## src/rtl/alarm_ctrl_pkg.sv

```systemverilog
// Shared definitions for the alarm controller: FSM state encodings and
// elaboration-time sizing helpers.
package alarm_ctrl_pkg;

    typedef enum logic [1:0] {
        ST_IDLE = 2'd0,
        ST_RING = 2'd1,
        ST_SNZ  = 2'd2,
        ST_DONE = 2'd3
    } state_t;

    // Number of bits needed to hold values 0..value-1.
    function automatic int clog2(input int value);
        int width;
        width = 0;
        for (int i = 0; i < 31; i++) begin
            if ((32'sd1 <<< i) < value) begin
                width = i + 1;
            end
        end
        return width;
    endfunction

    function automatic int max2(input int a, input int b);
        return (a > b) ? a : b;
    endfunction

endpackage

```

## src/rtl/key_press_det.sv

```systemverilog
// Push-button front end: two-flop synchronizer followed by a registered
// falling-edge detector, giving one pulse per press regardless of hold time.
module key_press_det (
    input  logic iCLK,
    input  logic iRSTn,
    input  logic iKEY,
    output logic oPRESS
);

    logic sync1_r;
    logic sync2_r;
    logic prev_r;
    logic press_r;

    // Synchronize the raw pin and flag its high-to-low transition.
    always_ff @(posedge iCLK) begin
        if (!iRSTn) begin
            sync1_r <= 1'b1;
            sync2_r <= 1'b1;
            prev_r  <= 1'b1;
            press_r <= 1'b0;
        end else begin
            sync1_r <= iKEY;
            sync2_r <= sync1_r;
            prev_r  <= sync2_r;
            press_r <= prev_r & ~sync2_r;
        end
    end

    assign oPRESS = press_r;

endmodule

```

## src/rtl/alarm_ctrl.sv

```systemverilog
// Alarm ringing-session controller: turns an alarm match into a beeping
// session with stop/snooze keys, a snooze budget and a ring timeout.
module alarm_ctrl
    import alarm_ctrl_pkg::*;
#(
    parameter int SNOOZE_S    = 300,
    parameter int RING_S      = 60,
    parameter int MAX_SNOOZE  = 3,
    parameter int BEEP_PERIOD = 10,
    parameter int BEEP_ON     = 5
) (
    input  logic       iCLK,
    input  logic       iRSTn,
    input  logic       iEN_1S,
    input  logic       iEN_100MS,
    input  logic       iMATCH,
    input  logic       iARM,
    input  logic       iKEY_STOP,
    input  logic       iKEY_SNZ,
    output logic       oBUZZ,
    output logic       oRING,
    output logic       oMISSED,
    output logic [1:0] oSTATE,
    output logic [1:0] oSNZ_CNT
);

    localparam int SEC_W = max2(1, clog2(max2(SNOOZE_S, RING_S)));
    localparam int PH_W  = max2(1, clog2(BEEP_PERIOD));

    localparam logic [SEC_W-1:0] RING_LAST = SEC_W'(RING_S - 1);
    localparam logic [SEC_W-1:0] SNZ_LAST  = SEC_W'(SNOOZE_S - 1);
    localparam logic [PH_W-1:0]  PH_LAST   = PH_W'(BEEP_PERIOD - 1);
    localparam logic [1:0]       SNZ_MAX   = 2'(MAX_SNOOZE);

    logic              stop_press_s;
    logic              snz_press_s;
    logic              match_rise_s;
    logic [PH_W-1:0]   phase_inc_s;

    state_t            state_r;
    logic [SEC_W-1:0]  sec_cnt_r;
    logic [PH_W-1:0]   phase_r;
    logic              buzz_r;
    logic              ring_r;
    logic              missed_r;
    logic [1:0]        snz_cnt_r;
    logic              match_prev_r;
    logic              match_valid_r;

    key_press_det u_key_stop (
        .iCLK   (iCLK),
        .iRSTn  (iRSTn),
        .iKEY   (iKEY_STOP),
        .oPRESS (stop_press_s)
    );

    key_press_det u_key_snz (
        .iCLK   (iCLK),
        .iRSTn  (iRSTn),
        .iKEY   (iKEY_SNZ),
        .oPRESS (snz_press_s)
    );

    function automatic logic beep_level(input logic [PH_W-1:0] phase);
        return ({1'b0, phase} < (PH_W + 1)'(BEEP_ON));
    endfunction

    // Next beep phase and qualified match rising edge.
    always_comb begin
        phase_inc_s  = '0;
        match_rise_s = 1'b0;
        if (phase_r == PH_LAST) begin
            phase_inc_s = '0;
        end else begin
            phase_inc_s = phase_r + PH_W'(1);
        end
        // A level already high when reset releases has no real previous
        // sample, so edge detection waits for one valid history flop.
        match_rise_s = iMATCH & ~match_prev_r & match_valid_r;
    end

    // Match history for rising-edge detection.
    always_ff @(posedge iCLK) begin
        if (!iRSTn) begin
            match_prev_r  <= 1'b0;
            match_valid_r <= 1'b0;
        end else begin
            match_prev_r  <= iMATCH;
            match_valid_r <= 1'b1;
        end
    end

    // Session FSM with its second/phase counters and registered outputs.
    always_ff @(posedge iCLK) begin
        if (!iRSTn) begin
            state_r   <= ST_IDLE;
            sec_cnt_r <= '0;
            phase_r   <= '0;
            buzz_r    <= 1'b0;
            ring_r    <= 1'b0;
            missed_r  <= 1'b0;
            snz_cnt_r <= 2'd0;
        end else if (!iARM) begin
            state_r   <= ST_IDLE;
            sec_cnt_r <= '0;
            phase_r   <= '0;
            buzz_r    <= 1'b0;
            ring_r    <= 1'b0;
            missed_r  <= 1'b0;
            snz_cnt_r <= 2'd0;
        end else begin
            case (state_r)
                ST_IDLE: begin
                    buzz_r <= 1'b0;
                    ring_r <= 1'b0;
                    if (match_rise_s) begin
                        state_r   <= ST_RING;
                        ring_r    <= 1'b1;
                        buzz_r    <= beep_level('0);
                        missed_r  <= 1'b0;
                        sec_cnt_r <= '0;
                        phase_r   <= '0;
                    end
                end
                ST_RING: begin
                    if (stop_press_s) begin
                        state_r <= ST_DONE;
                        buzz_r  <= 1'b0;
                        ring_r  <= 1'b0;
                    end else if (snz_press_s && (snz_cnt_r < SNZ_MAX)) begin
                        state_r   <= ST_SNZ;
                        snz_cnt_r <= snz_cnt_r + 2'd1;
                        sec_cnt_r <= '0;
                        buzz_r    <= 1'b0;
                    end else if (iEN_1S && (sec_cnt_r == RING_LAST)) begin
                        state_r  <= ST_DONE;
                        missed_r <= 1'b1;
                        buzz_r   <= 1'b0;
                        ring_r   <= 1'b0;
                    end else begin
                        if (iEN_1S) begin
                            sec_cnt_r <= sec_cnt_r + SEC_W'(1);
                        end
                        if (iEN_100MS) begin
                            phase_r <= phase_inc_s;
                            buzz_r  <= beep_level(phase_inc_s);
                        end
                    end
                end
                ST_SNZ: begin
                    buzz_r <= 1'b0;
                    if (stop_press_s) begin
                        state_r <= ST_DONE;
                        ring_r  <= 1'b0;
                    end else if (iEN_1S && (sec_cnt_r == SNZ_LAST)) begin
                        state_r   <= ST_RING;
                        sec_cnt_r <= '0;
                        phase_r   <= '0;
                        buzz_r    <= beep_level('0);
                    end else if (iEN_1S) begin
                        sec_cnt_r <= sec_cnt_r + SEC_W'(1);
                    end
                end
                ST_DONE: begin
                    buzz_r <= 1'b0;
                    ring_r <= 1'b0;
                    if (!iMATCH) begin
                        state_r   <= ST_IDLE;
                        snz_cnt_r <= 2'd0;
                    end
                end
                default: begin
                    state_r   <= ST_IDLE;
                    sec_cnt_r <= '0;
                    phase_r   <= '0;
                    buzz_r    <= 1'b0;
                    ring_r    <= 1'b0;
                    snz_cnt_r <= 2'd0;
                end
            endcase
        end
    end

    assign oBUZZ    = buzz_r;
    assign oRING    = ring_r;
    assign oMISSED  = missed_r;
    assign oSTATE   = state_r;
    assign oSNZ_CNT = snz_cnt_r;

endmodule

```

## config.mk

```make
export PLATFORM = sky130hd
export DESIGN_NAME = alarm_ctrl
export DESIGN_NICKNAME = d
export VERILOG_FILES = /design/src/rtl/alarm_ctrl_pkg.sv /design/src/rtl/key_press_det.sv /design/src/rtl/alarm_ctrl.sv
export SDC_FILE = /design/constraint.sdc
export NUM_CORES = 1
export LEC_CHECK = 0
export CAP_MARGIN = 10
export CORE_MARGIN = 5
export CORE_UTILIZATION = 62
export CTS_CLUSTER_DIAMETER = 30
export CTS_CLUSTER_SIZE = 10
export DETAILED_ROUTE_END_ITERATION = 16
export DONT_BUFFER_PORTS = 1
export PLACE_DENSITY_LB_ADDON = 0.08
export SYNTH_ARGS = -nofsm -noshare
export SYNTH_HDL_FRONTEND = slang
export SYNTH_HIERARCHICAL = 1
export SYNTH_SLANG_ARGS = --single-unit
```

## constraint.sdc

```tcl
create_clock -name iCLK -period 2.75 [get_ports iCLK]
set_clock_uncertainty 0.2 [all_clocks]
set_input_delay 0.1375 -clock iCLK [delete_from_list [all_inputs] [get_ports iCLK]]
set_output_delay 0.1375 -clock iCLK [all_outputs]
set_load 0.02 [all_outputs]
```

## Word level (Yosys, flattened, before mapping)

Cells that the tools add are included.

- Flip-flop bits (word level): 30
- Input port bits: 8
- Word-level logic and storage cells: 113
- Output and inout bits: 7

- Equality and inequality tests: 23
- Bitwise operators: 7
- Add/subtract/negate cells: 3
- Order comparisons: 2
- Multiplexer cells: 47
- Reduce and logical (&&, ||, !) cells: 14

Operators by type and width:

| kind | number |
|---|---|
| 9-bit two-way mux | 7 |
| 4-bit two-way mux | 8 |
| 9-bit one-hot mux with 3 select lines | 1 |
| 2-bit != test (second input constant) | 10 |
| 2-bit two-way mux | 9 |
| 1-bit two-way mux | 16 |
| 4-bit one-hot mux with 3 select lines | 1 |
| 5-bit AND reduction | 2 |
| 9-bit by 1-bit adder with 9-bit output (second input constant) | 1 |
| 9-bit by 6-bit == test with 1-bit output (second input constant) | 1 |
| 9-bit == test (second input constant) | 1 |
| 3-bit by 2-bit != test with 1-bit output (second input constant) | 3 |
| 1-bit one-hot mux with 4 select lines | 2 |
| 2-bit one-hot mux with 4 select lines | 1 |
| 4-bit AND reduction | 2 |
| 8-bit AND reduction | 1 |
| 5-bit by 4-bit != test with 1-bit output (second input constant) | 1 |
| 4-bit by 1-bit adder with 4-bit output (second input constant) | 1 |
| 1-bit AND | 4 |
| 2-bit == test (second input constant) | 2 |
| 4-bit == test (second input constant) | 1 |
| 4-bit by 3-bit < comparator with 1-bit output (second input constant) | 1 |
| 4-bit by 3-bit != test with 1-bit output (second input constant) | 1 |
| 2-bit one-hot mux with 2 select lines | 1 |
| other kinds (13) | 18 |

## Depth between registers and ports, before layout

- Depth in word-level cells: 8
- Depth in mapped cells: 8
- Gate-level depth less buffers: 7

## Modules after synthesis

The synthesis kept the hierarchy.

Modules (own cells, without submodules):

| module | area an instance (µm²) | cells an instance | seq. area each (µm²) | instances |
|---|---|---|---|---|
| alarm_ctrl | 1360.1 | 155 | 440.4 | 1 |
| key_press_det | 107.6 | 8 | 80.1 | 2 |

## Worst setup path after synthesis

Ideal clock, no wire load.

- Path kind: reg2reg
- From: reg state_r[1] (netlist: oSTATE[1])
- To: reg sec_cnt_r[0]
- Cell stages (with the launch flop): 9
- Buffers on the path: 1
- Period minus slack after synthesis: 2228 ps
- Setup time: 130 ps
- Required time: 2420 ps
- Path slack: 522 ps
- Data arrival time: 1898 ps
- Cells stage by stage: dfxtp_1 -> inv_1 -> ha_1 -> o21a_1 -> a211oi_2 -> buf_2 -> nand3_1 -> o2111ai_2 -> nor2_1

- Cells in the longest elaborated chain, start to end: 3
- Elaborated cells on any way between the ends: 10
- Those cells by class: eq/ne (6); mux (1); reduce/logical (3)

RTL lines:

| item | line | RTL |
|---|---|---|
| start, declared | alarm_ctrl.sv:40 | `state_t state_r;` |
| start signal, assigned | alarm_ctrl.sv:96 | `state_r <= ST_IDLE;` |
| start signal, assigned | alarm_ctrl.sv:104 | `state_r <= ST_IDLE;` |
| start signal, assigned | alarm_ctrl.sv:117 | `state_r <= ST_RING;` |
| 2-bit by 1-bit == test with 1-bit output (tied with other cells) | alarm_ctrl.sv:112 | `case (state_r)` |
| 3-bit != test (no line) (tied with other cells) | -- |  |
| 5-bit AND reduction (no line) | -- |  |
| end signal, assigned | alarm_ctrl.sv:142 | `sec_cnt_r <= sec_cnt_r + SEC_W'(1);` |
| end signal, assigned | alarm_ctrl.sv:161 | `sec_cnt_r <= sec_cnt_r + SEC_W'(1);` |
| end, declared | alarm_ctrl.sv:41 | `logic [SEC_W-1:0] sec_cnt_r;` |

Parallel ways exist; a longest one is shown, timed or not.
A chain may end at the register's enable or synchronous reset.

## Worst setup path after layout

- From: reg state_r[1] (netlist: oSTATE[1])
- To: reg sec_cnt_r[2]

Same word-level chain as after synthesis.

==> flow_metrics.py <==
metrics = {
    "cells_and_area": {
        "finish.instance_area_sq_um": 1763,
        "antenna-diode-count": 0,
        "final_nets": 199,
        "finished_core_util": 0.7181,
        "fillCellCount": 192,
        "area.growth.synth_to_final_pct": 11.91,
        "drive_above_1_share": 0.1189,
        "finalNonFillerCells": 215,
    },
    "pwr": {
        "cellInternalPower_uw": 597.3,
        "design_power_total_uw": 809.8,
        "switching_power_uw": 212.5,
        "power.clock.fraction": 0.350,
        "cellPowerDensity_nw_per_um2": 459.3,
        "switching_part_of_the_total": 0.2624,
        "share_seq_of_total_power": 0.554,
        "leakage_nw": 0.6552,
        "vdd_ir_drop_max_uv": 405.6,
        "power.combinational.fraction": 0.096,
    },
    "global_routing": {
        "aggregate_global_routing_overflow": 0,
        "grt_antenna_before_repair": 0,
        "first_global_vias": 1265,
        "global_route_wire_length_before_repair_um": 5927,
        "track_usage": 0.2210,
        "largest_net_degree_at_the_start_of_global_routing": 14,
    },
    "logic_synthesis": {
        "synthesis.area_sq_um": 1575,
        "syn_nets": 186,
        "synth.avg_cell_area_sq_um": 9.212,
        "synth_top_area_frac": 0.3813,
        "synth.distinct_cells": 48,
        "synth_area_leader_cell": "sky130_fd_sc_hd__dfxtp_1",
        "postSynth.asyncResetShare": 0,
        "yosys_register_bits": 30,
        "synth_cells": 171,
        "ys.flop_type": "sky130_fd_sc_hd__dfxtp_1",
        "synth.area.top_cells": "sky130_fd_sc_hd__dfxtp_1 (38%), sky130_fd_sc_hd__ha_1 (5.6%), sky130_fd_sc_hd__nor2_1 (3.6%)",
        "synth-seq-area-share": 0.3813,
        "synth.yosys.warnings": 6,
        "synth-edff-count": 0,
        "synth_commonest_cells": "sky130_fd_sc_hd__dfxtp_1 (30), sky130_fd_sc_hd__nor2_1 (15), sky130_fd_sc_hd__inv_1 (10)",
        "synth_most_common_cell": "sky130_fd_sc_hd__dfxtp_1",
    },
    "clocking": {
        "clkLatencyLatePin_ns": 0.34,
        "tritoncts": "built",
        "clkSlewWorstSetupHoldPaths_ns": 0.10,
        "h_tree_depth_reported_by_cts": 2,
        "clock_sink_count": 30,
        "post_cts.repair.setup_buffers": 0,
        "clock_path_buffers": 2,
        "cts_buf_count": 5,
        "cts-root-buf": "sky130_fd_sc_hd__clkbuf_4",
    },
    "route": {
        "detailroute.via_count": 1350,
        "detail_route.first_pass.iterations": 4,
        "postRouteWirelength_um": 3454,
        "vias_per_cell": 6.279,
        "route.detailed.wl_per_inst_um": 16.07,
        "first_iter_violations": 75,
        "drt.antenna.violating_nets": 0,
        "drc": 0,
    },
    "timing": {
        "slew_headroom": 0.6419,
        "postLayoutSetupSlackWorst_ns": 0.2210,
        "hold_viol_final": 0,
        "timing.final.max_slew_violations": 0,
        "tightestPinTransition_ns": 0.5361,
        "timing.final.setup_violations": 0,
        "setup-tns-final_ns": 0,
        "rsz0062_at_grt": "no",
        "final_min_period_over_clock_period": 0.9197,
        "period_needed_ns": 2.529,
        "max_freq_ghz": 0.3954,
        "hold-worst-slack_ns": 0.01459,
    },
    "setup_path": {
        "max_stage_delay_ns": 0.54,
        "worst-r2r-setup-slack_ns": 0.22,
        "worst_ep_required_time_ns": 2.76,
        "worst_setup_path_end_kind": "flop",
        "timing.critical_path.slowest_stage_cell": "sky130_fd_sc_hd__dfxtp_1",
        "rr_worst_depth": 8,
        "timing.critical_path.fanout_max": 9,
        "path_cells": "inv_1, ha_1, o21a_1, a211oi_2, buf_4, nand3_1, o2111ai_4, nor2_1",
        "worst_ep_arrival_ns": 2.54,
        "critPathKind": "flop to flop",
        "worstSetupStartpointType": "flop",
    },
    "floorplanning": {
        "die_area_sq_um": 3649,
        "dieWidth_um": 60.41,
        "floorplan.die.height_um": 60.41,
        "core_sq_um": 2455,
        "rows": 18,
        "initial_core_utilization": 0.6417,
        "count_of_boundary_i_o_pins": 15,
    },
    "placed_design": {
        "numPortBuffers": 0,
        "place.detailed.instances": 200,
        "detailedPlacementHpwl_um": 2489,
        "pre_cts_ws_ns": 0.2030,
        "gpl.final_weighted_congestion": 0.8678,
        "placedInstanceArea_sq_um": 1618,
    },
    "job": {
        "timing.max_cap.violations": 0,
    },
    "hold_path": {
        "min_delay_path_depth": 2,
        "hold_path.class": "input pin to flop",
    },
    "outcome": {
        "outcome": "completed",
    },
}
## area by class of cell
class | count | area, sq um | area share
clock buffers | 6 | 51.30 | 0.02910
clock inverters | 2 | 12.51 | 0.007097
inverters | 10 | 37.54 | 0.02129
multi-input cells | 127 | 930.9 | 0.5280
flip-flops and latches | 30 | 600.6 | 0.3407
well taps | 30 | 37.54 | 0.02129
repair buffers | 10 | 92.59 | 0.05252
## per-layer routing
layer	track usage	vias to the layer above	part of all wire
met5	0	-	0
met4	0.08544	0	0.025
met3	0.05319	11	0.070
met2	0.3596	48	0.49
li1	-	659	-
met1	0.2829	632	0.42
## worst max-delay path, delay by kind of cell, from the launching register on
family | cells | cell delay [ns]
buffers and inverters | 2 | 0.37
AOI/OAI and AO/OA | 3 | 0.87
adders and majority gates | 1 | 0.22
and+or+nand+nor | 2 | 0.19
DFF | 1 | 0.54
## path summary, 6_finish.rpt
check | start | to
min | iARM | oSTATE[0]$_SDFFE_PN0P_
max | oSTATE[1]$_SDFFE_PN0P_ | sec_cnt_r[2]$_SDFFE_PN0P_
min reg2reg | u_key_snz/sync1_r$_SDFF_PN1_ | u_key_snz/sync2_r$_SDFF_PN1_
max reg2reg | oSTATE[1]$_SDFFE_PN0P_ | sec_cnt_r[2]$_SDFFE_PN0P_
## power groups by stage
stage	logic, mW	registers (mW)	clock network, mW
after floorplan	0.0487	0.457	0
after global placement	0.0598	0.458	0
after detailed placement	0.0622	0.459	0
after CTS	0.0750	0.449	0.292
after global routing	0.0863	0.450	0.316
final	0.0780	0.449	0.283
## placed cells by master, fill, tap and decap left out, types with 4 or more instances in the layout
cell	synthesis	layout
sky130_fd_sc_hd__nand2_1	9	9
sky130_fd_sc_hd__dfxtp_1	30	30
sky130_fd_sc_hd__a31oi_1	4	4
sky130_fd_sc_hd__nor2_1	15	15
sky130_fd_sc_hd__dlygate4sd3_1	0	7
sky130_fd_sc_hd__nand3_1	4	4
sky130_fd_sc_hd__and3_1	4	4
sky130_fd_sc_hd__xor2_1	6	6
sky130_fd_sc_hd__inv_1	10	10
sky130_fd_sc_hd__clkbuf_4	0	5
sky130_fd_sc_hd__ha_1	7	7
sky130_fd_sc_hd__o21ai_0	7	7
sky130_fd_sc_hd__nand4_1	7	7
sky130_fd_sc_hd__mux2i_1	4	4
sky130_fd_sc_hd__a21oi_1	5	5
sky130_fd_sc_hd__nand2b_1	7	7
## state kept, by name, indices dropped and copies added (netlist names)
| register | cells |
|---|---|
| u_key_stop/sync1_r | 1 |
| u_key_snz/sync1_r | 1 |
| u_key_stop/prev_r | 1 |
| match_prev_r | 1 |
| oRING | 1 |
| u_key_stop/oPRESS | 1 |
| oSTATE | 2 |
| sec_cnt_r | 9 |
| oSNZ_CNT | 2 |
| oBUZZ | 1 |
| oMISSED | 1 |
| u_key_snz/sync2_r | 1 |
| u_key_snz/prev_r | 1 |
| u_key_snz/oPRESS | 1 |
| match_valid_r | 1 |
| phase_r | 4 |
| u_key_stop/sync2_r | 1 |
## cell families (layout without fill, tap and decap cells)
group,after synthesis,after routing,share of synthesized area
simple gates,64,64,0.2351
compound gates,44,44,0.2232
flops,30,30,0.3813
buf+inv,14,28,0.03495
xor+xnor,8,8,0.04448
fa+ha+maj,7,7,0.05560
mux,4,4,0.02542
## timing repair
action,4_1_cts,5_1_grt
endpoints found under the setup margin,0,6
gates resized for setup,0,1
hold buffers,7,0
hold endpoints to repair,23,0
Power figures use the tool's default switching activity.
